File: config.mk
export PLATFORM = sky130hd
export DESIGN_NAME = ha_df
export DESIGN_NICKNAME = d
export VERILOG_FILES = /design/src/rtl/ha_pkg.sv /design/src/rtl/ha_lane.sv /design/src/rtl/ha_df.sv
export SDC_FILE = /design/constraint.sdc
export NUM_CORES = 1
export LEC_CHECK = 0
export CORE_AREA = 2 2 39 41
export CTS_BUF_LIST = sky130_fd_sc_hd__clkbuf_4
export CTS_CLUSTER_SIZE = 30
export DETAILED_ROUTE_END_ITERATION = 12
export DIE_AREA = 0 0 41 43
export HOLD_SLACK_MARGIN = 0.02
export MAX_ROUTING_LAYER = met4
export PLACE_DENSITY = 0.39
export SYNTH_ARGS = -nofsm -noshare
export SYNTH_HDL_FRONTEND = slang
export SYNTH_HIERARCHICAL = 1
export SYNTH_SLANG_ARGS = --single-unit
File: constraint.sdc
create_clock -name clk -period 2.12 [get_ports clk]
set_clock_uncertainty 0.05 [all_clocks]
set_input_delay 0.318 -clock clk [delete_from_list [all_inputs] [get_ports clk]]
set_output_delay 0.318 -clock clk [all_outputs]
set_load 0.05 [all_outputs]
File: src/rtl/ha_pkg.sv
// rtl/ha_pkg.sv - shared constants, lane type and saturating increment for the half-adder datapath
package ha_pkg;

  localparam int HA_WIDTH = 1;
  localparam int HA_CNT_W = 16;

  typedef logic [HA_WIDTH-1:0] lane_t;

  // Increment v, clamping at the all-ones value of a w-bit counter.
  function automatic logic [31:0] sat_inc(input logic [31:0] v, input int unsigned w);
    logic [31:0] max_v;
    max_v = (w >= 32) ? 32'hFFFF_FFFF : ((32'd1 << w) - 32'd1);
    return (v >= max_v) ? max_v : (v + 32'd1);
  endfunction

endpackage

File: src/rtl/ha_lane.sv
// rtl/ha_lane.sv - single 1-bit half-adder cell
module ha_lane (
  input  logic a,
  input  logic b,
  output logic s,
  output logic c
);

  // Sum is the parity of the two bits, carry is set only when both are high.
  always_comb begin
    s = a ^ b;
    c = a & b;
  end

endmodule

File: src/rtl/ha_df.sv
// rtl/ha_df.sv - WIDTH-lane half adder with live combinational outputs and a valid-qualified register stage (carry counter under HA_DF_CNT_EN)
module ha_df
  import ha_pkg::*;
#(
  parameter int WIDTH = HA_WIDTH,
  parameter int CNT_W = HA_CNT_W
) (
  input  logic             clk,
  input  logic             rst,
  input  logic [WIDTH-1:0] in1,
  input  logic [WIDTH-1:0] in2,
  input  logic             in_valid,
  output logic [WIDTH-1:0] sum,
  output logic [WIDTH-1:0] carry,
  output logic [WIDTH-1:0] sum_q,
  output logic [WIDTH-1:0] carry_q,
  output logic             out_valid
`ifdef HA_DF_CNT_EN
  ,
  output logic [CNT_W-1:0] carry_cnt
`endif
);

  logic [WIDTH-1:0] sum_w;
  logic [WIDTH-1:0] carry_w;
  logic [WIDTH-1:0] sum_d;
  logic [WIDTH-1:0] carry_d;
  logic             out_valid_d;
  logic             out_valid_q;

  // Lanes are independent cells; no carry ever crosses between them.
  for (genvar i = 0; i < WIDTH; i++) begin : g_lane
    ha_lane u_lane (
      .a (in1[i]),
      .b (in2[i]),
      .s (sum_w[i]),
      .c (carry_w[i])
    );
  end

  assign sum       = sum_w;
  assign carry     = carry_w;
  assign out_valid = out_valid_q;

  // Capture the lane results only on valid cycles; the valid flag itself follows every edge.
  always_comb begin
    sum_d       = sum_q;
    carry_d     = carry_q;
    out_valid_d = in_valid;
    if (in_valid) begin
      sum_d   = sum_w;
      carry_d = carry_w;
    end
  end

  // Output stage; reset drops any in-flight result immediately.
  always_ff @(posedge clk or posedge rst) begin
    if (rst) begin
      sum_q       <= '0;
      carry_q     <= '0;
      out_valid_q <= 1'b0;
    end else begin
      sum_q       <= sum_d;
      carry_q     <= carry_d;
      out_valid_q <= out_valid_d;
    end
  end

`ifdef HA_DF_CNT_EN
  logic [CNT_W-1:0] cnt_d;
  logic [CNT_W-1:0] cnt_q;
  logic [31:0]      cnt_inc;

  // Count accepted inputs that produced at least one carry, sticking at all-ones.
  always_comb begin
    cnt_inc = sat_inc(32'(cnt_q), CNT_W);
    cnt_d   = cnt_q;
    if (in_valid && (|carry_w)) begin
      cnt_d = cnt_inc[CNT_W-1:0];
    end
  end

  // Counter register, cleared only by reset.
  always_ff @(posedge clk or posedge rst) begin
    if (rst) begin
      cnt_q <= '0;
    end else begin
      cnt_q <= cnt_d;
    end
  end

  assign carry_cnt = cnt_q;
`endif

endmodule

== Word level (Yosys, flattened, before mapping) ==
Index checks and enable logic that the tools add are counted.
Word-level totals
  bits in registers: 3
  input bits: 5
  output and inout port bits: 5
Operators by class
  bitwise logic cells: 2
Operators with widths (number)
  $and 1x1->1: 1
  $xor 1x1->1: 1

== Longest topological paths before layout ==
  word-level depth: 1
  gate-level depth with buffers: 2
  depth with buffers taken out: 2

== Hierarchy ==
Netlist, hierarchy kept.
By module, submodules not included
  ha_df: times used 1, cells an instance 6, area an instance 101.3 µm², seq. area each 75.1 µm²
  ha_lane: times used 1, cells an instance 1, area an instance 12.5 µm², seq. area each 0.0 µm²

== Least setup slack after synthesis ==
Ideal clock, no wire load.
  path kind: input to register
  from: input port in1
  to: register sum_q
  setup time: 125 ps
  arrival time: 1129 ps
  data required time: 1945 ps
  setup slack: 817 ps
  cell stages on the path: 2
  path buffers: 0
  cells stage by stage: ha_1 -> mux2_2
Between the ends
  longest elaborated chain between the ends: 1
Ends and longest elaborated chain
  from (decl): line ha_df.sv:10  | input logic [WIDTH-1:0] in1,
  $xor 1x1->1: line ha_lane.sv:11  | s = a ^ b;
  to (signal assigned): line ha_df.sv:63  | sum_q <= sum_d;
  to (decl): line ha_df.sv:15  | output logic [WIDTH-1:0] sum_q,
No other way between the ends.
A chain may end at the register's enable or synchronous reset.

== Final worst setup path ==
  from: register sum_q
  to: output port sum_q
No word-level cell between the ends.

==> qor.yml <==
ys_warn_count: 6
n_antenna_cell: 0
die-area_sq_um: 1760
grt_usage_pct: 5.45
core_area_sq_um: 1380
synthAdderAreaFrac_pct: 11.0
cts_resized: 0
cts-root-buf: "clkbuf_4"
crit_buf_inv: 1
clock.fmax_mhz: 572
hold_buffers: 0
p_per_area_nw_per_um2: 922
synth-simple-area-share_pct: 0
antenna_left: 0
end_kind: "primary output"
ir_worst_vdd_v: 0.000124
slowest_delay_ns: 0.80
routed_wl_microns: 300
period_share_pct: 82.4
fin_tns_setup_ns: 0
drive_gt1_share_pct: 40.0
cp-start-kind: "flip-flop"
final_cells: 36
grt-busiest-layer: "met4"
fill_cells: 152
final_cell_area_sq_um: 274
synth_top_family_by_area: "multiplexers"
synthDistinctLibCells: 4
crit_path_cell_trace: "clkdlybuf4s50_1"
leakage_uw: 0.000122
cp.required_ns: 1.75
crit_family: "buffers and inverters"
drc: 0
cts_made_buffers: 3
syn_to_final_growth_pct: 141
drt_iter0_drc: 3
rsz0062_at_grt: "false"
cts_buffer_depth: 2
slew_violations: 0
start_util_pct: 8.23
clk_pin_slew_ns: 0.04
fp-row-count: 14
gp_congestion: 0.524
grt_pass1_vias: 111
setup_violations: 0
met2_usage_pct: 4.06
postSynthAreaPerCell_sq_um: 16.3
worstPathArrival_ns: 1.38
met3_usage_pct: 4.71
fin_util_pct: 19.8
grt_overflow: 0
place_inst: 32
status: "complete, no violations"
synthesis.nets: 13
syn_area_sq_um: 114
grt_antenna_before_repair: 0
io_pins: 10
grt_pass1_wl_microns: 469
postSynthCellCount: 7
die_w_microns: 41
seqCellArea_sq_um: 75.1
vias: 108
cts_tree: "done"
htree_levels: 1
synthMuxAreaShare_pct: 19.8
cpMaxStageDelayCell: "clkdlybuf4s50_1"
drt-pass1-iter-count: 2
synth_area_leaders: "dfrtp_1, mux2_2, ha_1, inv_1"
clock_sinks: 3
yosysSeqAreaShare_pct: 65.9
crit_type: "flip-flop to primary output"
placedInstanceArea_sq_um: 244
fp.dieH_microns: 43
hold_viol: 0
synth_area_leader_cell: "dfrtp_1"
worstMarginPinSlew_ns: 0.491
postCtsSetupRepairBufs: 0
grt_use_met1_pct: 5.14
fin_crit_ns: 1.75
io_buffer_count: 9
nets: 27
viasPerCell: 3.00
synth_seq_cells: 3
worstHoldPathType: "primary input to asynchronous set/reset pin"
maxCapViolations: 0
wire_per_inst_microns: 8.33
synth-xor-area-share_pct: 0
synth_compound_area_share_pct: 0
grt_max_degree: 4
crit_fanout: 2
slew_headroom_pct: 67.2
clock_latency_ns: 0.23
multi_input_area_sq_um: 35.0
yosysTopAreaCellShare_pct: 65.9
==> logic make-up (layout without fill, tap and decap cells) <==
kind of cell,after synthesis,in the layout
buffers and inverters,1,14
multiplexers,2,2
flip-flops,3,3
adder cells (fa/ha/maj),1,1
==> power by group <==
group / total [uW] / leakage, uW / switching [uW] / internal [uW]
sequential: 65.7 / 0.0000362 / 2.57 / 63.1
clock: 114 / 0.0000184 / 30.7 / 83.4
combinational: 73.0 / 0.0000671 / 40.8 / 32.2
total: 253 / 0.000122 / 74.0 / 179
==> flip-flops by register name (all words and copies together) (netlist names) <==
signal / cells
carry_q: 1
out_valid: 1
sum_q: 1
==> layout make-up <==
| cell class | instances | share of cell area (%) |
|---|---|---|
| inverter | 1 | 1.37 |
| sequential | 3 | 27.4 |
| multi-input combinational | 3 | 12.8 |
| tap | 16 | 7.31 |
| timing repair buffer | 9 | 40.2 |
| clock buffer | 4 | 11.0 |
==> cells in the mapped netlist (all sizes together) <==
library cell	number
dfrtp	3
mux2	2
inv	1
ha	1
==> metal layers <==
metal / wire (microns) / part of all wire (%)
met5: 0 / 0
met4: 25 / 8.3
met3: 49 / 16
met2: 76 / 25
met1: 148 / 49
==> cells in the final DEF, fill, tap and decap left out <==
cell / count
dfrtp_1: 3
clkdlybuf4s50_1: 7
inv_1: 1
clkbuf_4: 4
mux2_2: 2
buf_12: 2
ha_1: 1
==> path summary, 6_finish.rpt <==
path                                      from             endpoint  slack [ns]  cells after the start
min in group clk           carry_q$_DFFE_PP0P_  carry_q$_DFFE_PP0P_        0.45                      1
max in group asynchronous                  rst  out_valid$_DFF_PP0_        1.68                      2
max reg2reg                  sum_q$_DFFE_PP0P_    sum_q$_DFFE_PP0P_        1.33                      1
min                                        rst  carry_q$_DFFE_PP0P_        0.21                      2
max                          sum_q$_DFFE_PP0P_                sum_q        0.37                      1
min reg2reg                carry_q$_DFFE_PP0P_  carry_q$_DFFE_PP0P_        0.45                      1
==> through the flow <==
stage | hold slack, ns | total power [uW] | worst slack, ns
floorplan | 0.0216 | 106 | 0.817
global placement | 0.443 | 139 | 0.500
detailed placement | 0.442 | 139 | 0.514
CTS | 0.198 | 258 | 0.367
global route | 0.207 | 270 | 0.307
finish | 0.205 | 253 | 0.373
No activity file was read; power rests on OpenSTA's default activity.
